### config.mk
export PLATFORM = sky130hd
export DESIGN_NAME = needs_engine
export DESIGN_NICKNAME = d
export VERILOG_FILES = /design/src/rtl/tama_pkg.sv /design/src/rtl/need_counter.sv /design/src/rtl/needs_engine.sv
export SDC_FILE = /design/constraint.sdc
export NUM_CORES = 1
export LEC_CHECK = 0
export BUFFER_PORTS_ARGS = -buffer_cell sky130_fd_sc_hd__buf_4
export CORE_MARGIN = 10
export CORE_UTILIZATION = 65
export CTS_BUF_LIST = sky130_fd_sc_hd__clkbuf_2
export DETAILED_ROUTE_END_ITERATION = 6
export GPL_TIMING_DRIVEN = 0
export PLACE_DENSITY = 0.83
export SYNTH_ARGS = -nofsm -noshare
export SYNTH_HDL_FRONTEND = slang
export SYNTH_HIERARCHICAL = 1
export SYNTH_SLANG_ARGS = --single-unit
### constraint.sdc
create_clock -name clk -period 5.7 [get_ports clk]
set_clock_uncertainty 0.15 [all_clocks]
set_input_delay 0.285 -clock clk [delete_from_list [all_inputs] [get_ports clk]]
set_output_delay 0.285 -clock clk [all_outputs]
set_load 0.1 [all_outputs]
### src/rtl/tama_pkg.sv
// Shared types and constants for the tamagotchi status pipeline.
// Action codes, life states, need indices and action deltas.
package tama_pkg;

    localparam int CNT_W   = 16;
    localparam int N_NEEDS = 6;

    localparam int N_HUNGER  = 0;
    localparam int N_HAPPY   = 1;
    localparam int N_HEALTH  = 2;
    localparam int N_HYGIENE = 3;
    localparam int N_ENERGY  = 4;
    localparam int N_SOCIAL  = 5;

    localparam logic [2:0] ACT_FEED     = 3'd0;
    localparam logic [2:0] ACT_PLAY     = 3'd1;
    localparam logic [2:0] ACT_CLEAN    = 3'd2;
    localparam logic [2:0] ACT_MEDICINE = 3'd3;
    localparam logic [2:0] ACT_SLEEP    = 3'd4;
    localparam logic [2:0] ACT_WAKE     = 3'd5;

    localparam logic [4:0] LEVEL_MAX = 5'd31;

    localparam logic signed [6:0] D_FEED_HUNGER  = 7'sd8;
    localparam logic signed [6:0] D_FEED_HYGIENE = 7'sd2;
    localparam logic signed [6:0] D_PLAY_HAPPY   = 7'sd6;
    localparam logic signed [6:0] D_PLAY_SOCIAL  = 7'sd4;
    localparam logic signed [6:0] D_PLAY_ENERGY  = 7'sd3;
    localparam logic signed [6:0] D_CLEAN        = 7'sd10;
    localparam logic signed [6:0] D_MED_HEALTH   = 7'sd8;
    localparam logic signed [6:0] D_MED_HAPPY    = 7'sd2;

    typedef enum logic [1:0] {
        ST_AWAKE  = 2'd0,
        ST_ASLEEP = 2'd1,
        ST_DEAD   = 2'd2
    } life_e;

endpackage

### src/rtl/need_counter.sv
// One need: tick-driven rate counter plus a saturating 0..31 level.
// The action/coupling delta and the own decay are merged in one update.
module need_counter
    import tama_pkg::*;
(
    input  logic                    clk,
    input  logic                    reset,
    input  logic                    i_tick,
    input  logic                    i_freeze,
    input  logic [CNT_W-1:0]        i_rate,
    input  logic signed [6:0]       i_delta,
    output logic [4:0]              o_level,
    output logic [4:0]              o_level_nxt
);

    logic [CNT_W-1:0]  r_cnt;
    logic [4:0]        r_level;
    logic              w_adv;
    logic              w_wrap;
    logic signed [6:0] w_sum;

    assign w_adv  = i_tick && !i_freeze;
    assign w_wrap = w_adv && (r_cnt == i_rate - CNT_W'(1));
    assign w_sum  = signed'({2'b00, r_level}) + i_delta
                  + signed'({6'b000000, w_wrap});

    always_comb begin
        o_level_nxt = r_level;
        if (w_sum[6])
            o_level_nxt = 5'd0;
        else if (w_sum > 7'sd31)
            o_level_nxt = LEVEL_MAX;
        else
            o_level_nxt = w_sum[4:0];
    end

    always_ff @(posedge clk or posedge reset) begin
        if (reset) begin
            r_cnt   <= '0;
            r_level <= '0;
        end else begin
            r_level <= o_level_nxt;
            if (w_adv)
                r_cnt <= w_wrap ? '0 : r_cnt + CNT_W'(1);
        end
    end

    assign o_level = r_level;

endmodule

### src/rtl/needs_engine.sv
// Need levels, game-tick prescaler, action handshake and life-state FSM.
// Level registers live in six need_counter instances.
module needs_engine
    import tama_pkg::*;
#(
    parameter int TICK_DIV    = 50_000_000,
    parameter int HUNGER_RATE = 4,
    parameter int HAPPY_RATE  = 6,
    parameter int HEALTH_RATE = 16,
    parameter int HYGIENE_RATE = 8,
    parameter int ENERGY_RATE = 5,
    parameter int SOCIAL_RATE = 10,
    parameter int SICK_THRESH = 24
)(
    input  logic       clk,
    input  logic       reset,
    input  logic       action_valid,
    input  logic [2:0] action_code,
    output logic       action_ready,
    output logic       action_err,
    output logic [4:0] hunger,
    output logic [4:0] happiness,
    output logic [4:0] health,
    output logic [4:0] hygiene,
    output logic [4:0] energy,
    output logic [4:0] social,
    output logic       asleep,
    output logic       alive,
    output logic       tick
);

    localparam logic [CNT_W-1:0] RATES [N_NEEDS] = '{
        CNT_W'(HUNGER_RATE), CNT_W'(HAPPY_RATE),
        CNT_W'(HEALTH_RATE), CNT_W'(HYGIENE_RATE),
        CNT_W'(ENERGY_RATE), CNT_W'(SOCIAL_RATE)
    };

    life_e             r_state;
    logic [31:0]       r_pre;
    logic              r_tick;
    logic              r_err;

    logic              w_accept;
    logic              w_err;
    logic              w_sleep;
    logic              w_wake;
    logic              w_sick;
    logic              w_die;
    logic              w_asleep;
    logic [N_NEEDS-1:0] w_freeze;
    logic signed [6:0] w_delta   [N_NEEDS];
    logic [4:0]        w_lvl     [N_NEEDS];
    logic [4:0]        w_lvl_nxt [N_NEEDS];

    assign w_asleep = (r_state == ST_ASLEEP);
    assign action_ready = (r_state != ST_DEAD);
    assign w_accept = action_valid && action_ready;

    // Sick check uses the levels before this cycle's update.
    assign w_sick = r_tick &&
                    ((w_lvl[N_HUNGER]  >= 5'(SICK_THRESH)) ||
                     (w_lvl[N_HYGIENE] >= 5'(SICK_THRESH)));

    assign w_die = (r_state != ST_DEAD) &&
                   ((w_lvl[N_HUNGER] == LEVEL_MAX) ||
                    (w_lvl[N_HEALTH] == LEVEL_MAX));

    always_comb begin
        for (int i = 0; i < N_NEEDS; i++)
            w_delta[i] = '0;
        w_err   = 1'b0;
        w_sleep = 1'b0;
        w_wake  = 1'b0;
        if (w_accept) begin
            if (action_code > ACT_WAKE) begin
                w_err = 1'b1;
            end else if (w_asleep) begin
                if (action_code == ACT_WAKE)
                    w_wake = 1'b1;
                else
                    w_err = 1'b1;
            end else begin
                unique case (action_code)
                    ACT_FEED: begin
                        w_delta[N_HUNGER]  = -D_FEED_HUNGER;
                        w_delta[N_HYGIENE] = D_FEED_HYGIENE;
                    end
                    ACT_PLAY: begin
                        w_delta[N_HAPPY]  = -D_PLAY_HAPPY;
                        w_delta[N_SOCIAL] = -D_PLAY_SOCIAL;
                        w_delta[N_ENERGY] = D_PLAY_ENERGY;
                    end
                    ACT_CLEAN:    w_delta[N_HYGIENE] = -D_CLEAN;
                    ACT_MEDICINE: begin
                        w_delta[N_HEALTH] = -D_MED_HEALTH;
                        w_delta[N_HAPPY]  = D_MED_HAPPY;
                    end
                    ACT_SLEEP: w_sleep = 1'b1;
                    default: ;
                endcase
            end
        end
        if (w_sick)
            w_delta[N_HEALTH] = w_delta[N_HEALTH] + 7'sd1;
        if (w_asleep && r_tick)
            w_delta[N_ENERGY] = w_delta[N_ENERGY] - 7'sd1;
    end

    always_comb begin
        w_freeze = '0;
        if (w_asleep) begin
            w_freeze[N_HAPPY]   = 1'b1;
            w_freeze[N_HYGIENE] = 1'b1;
            w_freeze[N_ENERGY]  = 1'b1;
            w_freeze[N_SOCIAL]  = 1'b1;
        end
    end

    for (genvar g = 0; g < N_NEEDS; g++) begin : g_need
        need_counter u_need (
            .clk         (clk),
            .reset       (reset),
            .i_tick      (r_tick),
            .i_freeze    (w_freeze[g]),
            .i_rate      (RATES[g]),
            .i_delta     (w_delta[g]),
            .o_level     (w_lvl[g]),
            .o_level_nxt (w_lvl_nxt[g])
        );
    end

    always_ff @(posedge clk or posedge reset) begin
        if (reset) begin
            r_state <= ST_AWAKE;
            r_pre   <= '0;
            r_tick  <= 1'b0;
            r_err   <= 1'b0;
        end else begin
            r_err <= w_err;
            if (r_state == ST_DEAD || w_die) begin
                r_tick <= 1'b0;
            end else if (r_pre == 32'(TICK_DIV - 1)) begin
                r_pre  <= '0;
                r_tick <= 1'b1;
            end else begin
                r_pre  <= r_pre + 32'd1;
                r_tick <= 1'b0;
            end
            // Death outranks wake, auto-wake and sleep.
            if (w_die)
                r_state <= ST_DEAD;
            else if (w_asleep && (w_wake || w_lvl_nxt[N_ENERGY] == 5'd0))
                r_state <= ST_AWAKE;
            else if (r_state == ST_AWAKE && w_sleep)
                r_state <= ST_ASLEEP;
        end
    end

    assign action_err = r_err;
    assign tick       = r_tick;
    assign asleep     = w_asleep;
    assign alive      = (r_state != ST_DEAD);

    assign hunger    = w_lvl[N_HUNGER];
    assign happiness = w_lvl[N_HAPPY];
    assign health    = w_lvl[N_HEALTH];
    assign hygiene   = w_lvl[N_HYGIENE];
    assign energy    = w_lvl[N_ENERGY];
    assign social    = w_lvl[N_SOCIAL];

endmodule

==> Implementation_results.wiki <==
{| class="wikitable"
! Metric !! Value
|-
| Area growth syn-to-layout || 19.8%
|-
| Post-synthesis instance total || approximately 1500
|-
| Clock tree buffer depth || 2
|-
| Largest voltage drop on the vdd net || roughly 0.00063 V
|-
| Worst slew margin relative to its limit || a little over two fifths
|-
| Antenna violations before repair || 1
|-
| HPWL after detailed placement || 22.0 mm
|-
| P per Cell Area || roughly 260 nW/µm²
|-
| Time the final worst path needs with I/O delays and setup || 5.24 ns
|-
| Max Cap Violations || 0
|-
| Sink Count || around 160
|-
| Largest net degree at the start of global routing || 37
|-
| Highest Clock Rate || 191 MHz
|-
| Root Driver || clkbuf_2
|-
| Post-synthesis area per instance || 8.70 µm²
|-
| Placement Setup Slack || -0.231 ns
|-
| Worst setup path class || reg2reg
|-
| Final Hold Vio Count || 0
|-
| # rows || 50
|-
| Routed wire length || about 28 mm
|-
| Actual slew at the worst max-slew pin || ~0.84 ns
|-
| Part of the Yosys area used for sequential elements || between 30 and 40%
|-
| DRT iter0 DRCs || between 500 and 600
|-
| Fin util || around 80%
|-
| Leakage power summed over all cells || around 6.7 nW
|-
| Routed via count || around 11000
|-
| Portion of synthesized cell area occupied by the leading cell type || between 30% and 40%
|-
| Ratio of cells with drive above 1 in the final layout || just under 9%
|-
| Leading post-synthesis cells by cell area || dfrtp_1 32%, xnor2_1 8.9%, xor2_1 8.0%
|-
| CTS HTree Levels || 4
|-
| Clock-pin slew reported for the worst setup and hold paths after clock tree synthesis || 0.28 ns
|-
| Outcome || finished, final reports clean
|-
| Number of antenna-violating nets in the routed design || 0
|-
| Count of pins over their slew limit || 0
|-
| Total Power || ~4 mW
|-
| Number of enable flip-flop cells after synthesis || 0
|-
| Worst setup SP type || flip-flop
|-
| Length of the first detailed-routing pass in iterations || 5
|-
| Routability Congestion || 0.916
|-
| Most frequent cells in the layout || 416 x conb_1, 176 x nor2_1, 162 x dfrtp_1
|-
| Initial Util || 66.9%
|-
| First-pass GRT wire length || approximately 48 mm
|-
| TritonCTS Buffers || 17
|-
| Post-route clock period utilization || just over 90%
|-
| Placeable Area || around 19000 µm²
|-
| Endpoint class of the critical path || flip-flop
|-
| Endpoints failing setup || 0
|-
| Overall die height || 159 µm
|-
| Crit path arrival time || 5.75 ns
|-
| Syn. warnings || 6
|-
| TritonCTS clock tree || done
|-
| Fraction of registers with async set/reset || 100%
|-
| Overflow left after global routing || 0
|-
| Mean number of vias per cell || approximately 5.0
|-
| Setup TNS after final layout || 0 ns
|-
| Unrepaired setup endpoints after global routing || no
|-
| Post-synthesis register bit count || 162
|-
| Largest fanout on the critical path || 13
|-
| DR WL/cell || 12.7 µm
|-
| Horizontal extent of the die || approximately 160 µm
|-
| Data required, critical path || about 6.2 ns
|-
| Die area || 25400 µm²
|-
| Kind of path behind the tightest hold check || in2async
|-
| Library cell occupying the most area in the post-synthesis netlist || dfrtp_1
|-
| Clock latency at the later pin of the worst-skew pair || 0.75 ns
|-
| Yosys cell types || 78
|-
| Top-level port count || a little over 40
|-
| Setup ws final || 0.456 ns
|-
| Most common cell after layout, fill and taps aside || conb_1
|-
| GR Util All Layers || between 20% and 30%
|-
| Number of DRC violations after detailed routing || 0
|-
| NumNets Final || about 2000
|-
| Via count of the first global-routing pass || around 11000
|-
| Area of the mapped netlist || about 13000 µm²
|-
| Commonest register cell after synthesis || dfrtp_1
|-
| Tightest hold margin || ~0.085 ns
|-
| # port buffers || 40
|}
-- stage by stage --
step                std cells  instance area, µm²
floorplan                1867               14200
global placement         2167               14800
detailed placement       2167               14800
CTS                      2207               15100
global route             2208               15100
finish                   2208               15100
-- synthesized netlist by cell type, types with 12 or more instances --
| cell | number |
|---|---|
| or4_1 | 12 |
| nor2b_1 | 31 |
| clkbuf_1 | 17 |
| nor3b_1 | 14 |
| nand2_1 | 101 |
| or2_2 | 18 |
| and3_1 | 35 |
| ha_1 | 39 |
| fa_1 | 12 |
| nor4_1 | 28 |
| nand2b_1 | 24 |
| or3_1 | 20 |
| xor2_1 | 115 |
| nand4_1 | 48 |
| a21oi_1 | 59 |
| inv_1 | 75 |
| nor3_1 | 35 |
| nor2_1 | 177 |
| o21ai_0 | 36 |
| xnor2_1 | 128 |
| o22ai_1 | 24 |
| nand3_1 | 33 |
| dfrtp_1 | 162 |
-- where the power goes --
part           internal, mW  switching, mW
combinational         0.539           1.41
sequential             1.28          0.141
clock                 0.169          0.442
total                  1.99           2.00
-- worst max-delay path, cell delays in order (launching register included) --
cell and delay, ns:
dfrtp_1 0.45, nor2b_1 0.14, clkbuf_1 0.36, nor2b_1 0.22, clkbuf_1 0.29, nand3_1 0.15
nor3_1 0.20, o211ai_1 0.20, nor2_1 0.16, nand4_1 0.17, fa_1 0.45, fa_1 0.42
nor2b_1 0.14, o21ai_0 0.12, a21boi_0 0.21, o21ai_0 0.12, xnor2_1 0.38, a21oi_1 0.12
nor2_1 0.14, nand2_1 0.08, nor4_2 0.38, nor3_1 0.10
-- state kept, by name (all words and copies together) (netlist names) --
name                   flops
g_need.u_need/o_level     30
tick                       1
r_state                    2
action_err                 1
r_pre                     32
g_need.u_need/r_cnt       96
-- layout make-up --
class	count	area, µm²
antenna	1	2.50
clock buffer	17	85.1
clock inverter	15	144
buffer	35	196
inverter	77	289
tap	260	325
multi-input combinational	1593	9670
fill	1389	3750
sequential	162	4050
timing repair buffer	48	380
-- path summary, 6_finish.rpt --
check / start / end / slack (ns) / cells after the start
hold reg to reg: r_pre[31] / r_pre[31] / 0.35 / 1
hold / removal: reset / g_need[5].u_need/r_cnt[4] / 0.08 / 3
setup / recovery: r_state[0] / r_state[0] / 0.46 / 21
min in group clk: r_pre[31] / r_pre[31] / 0.35 / 1
max in group asynchronous: reset / g_need[4].u_need/r_cnt[13] / 4.75 / 3
setup reg to reg: r_state[0] / r_state[0] / 0.46 / 21
-- cells by family after synthesis --
logic type / synth area share, %
flip-flops: 32.1
buffers and inverters: 3.84
multiplexers: 1.09
other: 0.0594
AO/OA/AOI/OAI: 10.6
XOR/XNOR: 16.8
adder cells (fa/ha/maj): 5.76
AND/OR/NAND/NOR: 29.7
-- routing by layer --
layer / global-route usage, % / up-vias / wire length (µm)
li1: - / 5657 / -
met1: 27.0 / 5221 / 12300
met2: 39.5 / 222 / 14200
met3: 3.72 / 43 / 1250
met4: 5.31 / 0 / 354
met5: 0 / - / 0
-- what timing repair did --
item	4_1_cts	5_1_grt
resized for setup	1	2
endpoints found under the setup margin	1	1
cloned	0	0
endpoints found under the hold margin	172	0
setup buffers	0	0
hold buffers	8	0
Power figures use the tool's default switching activity.
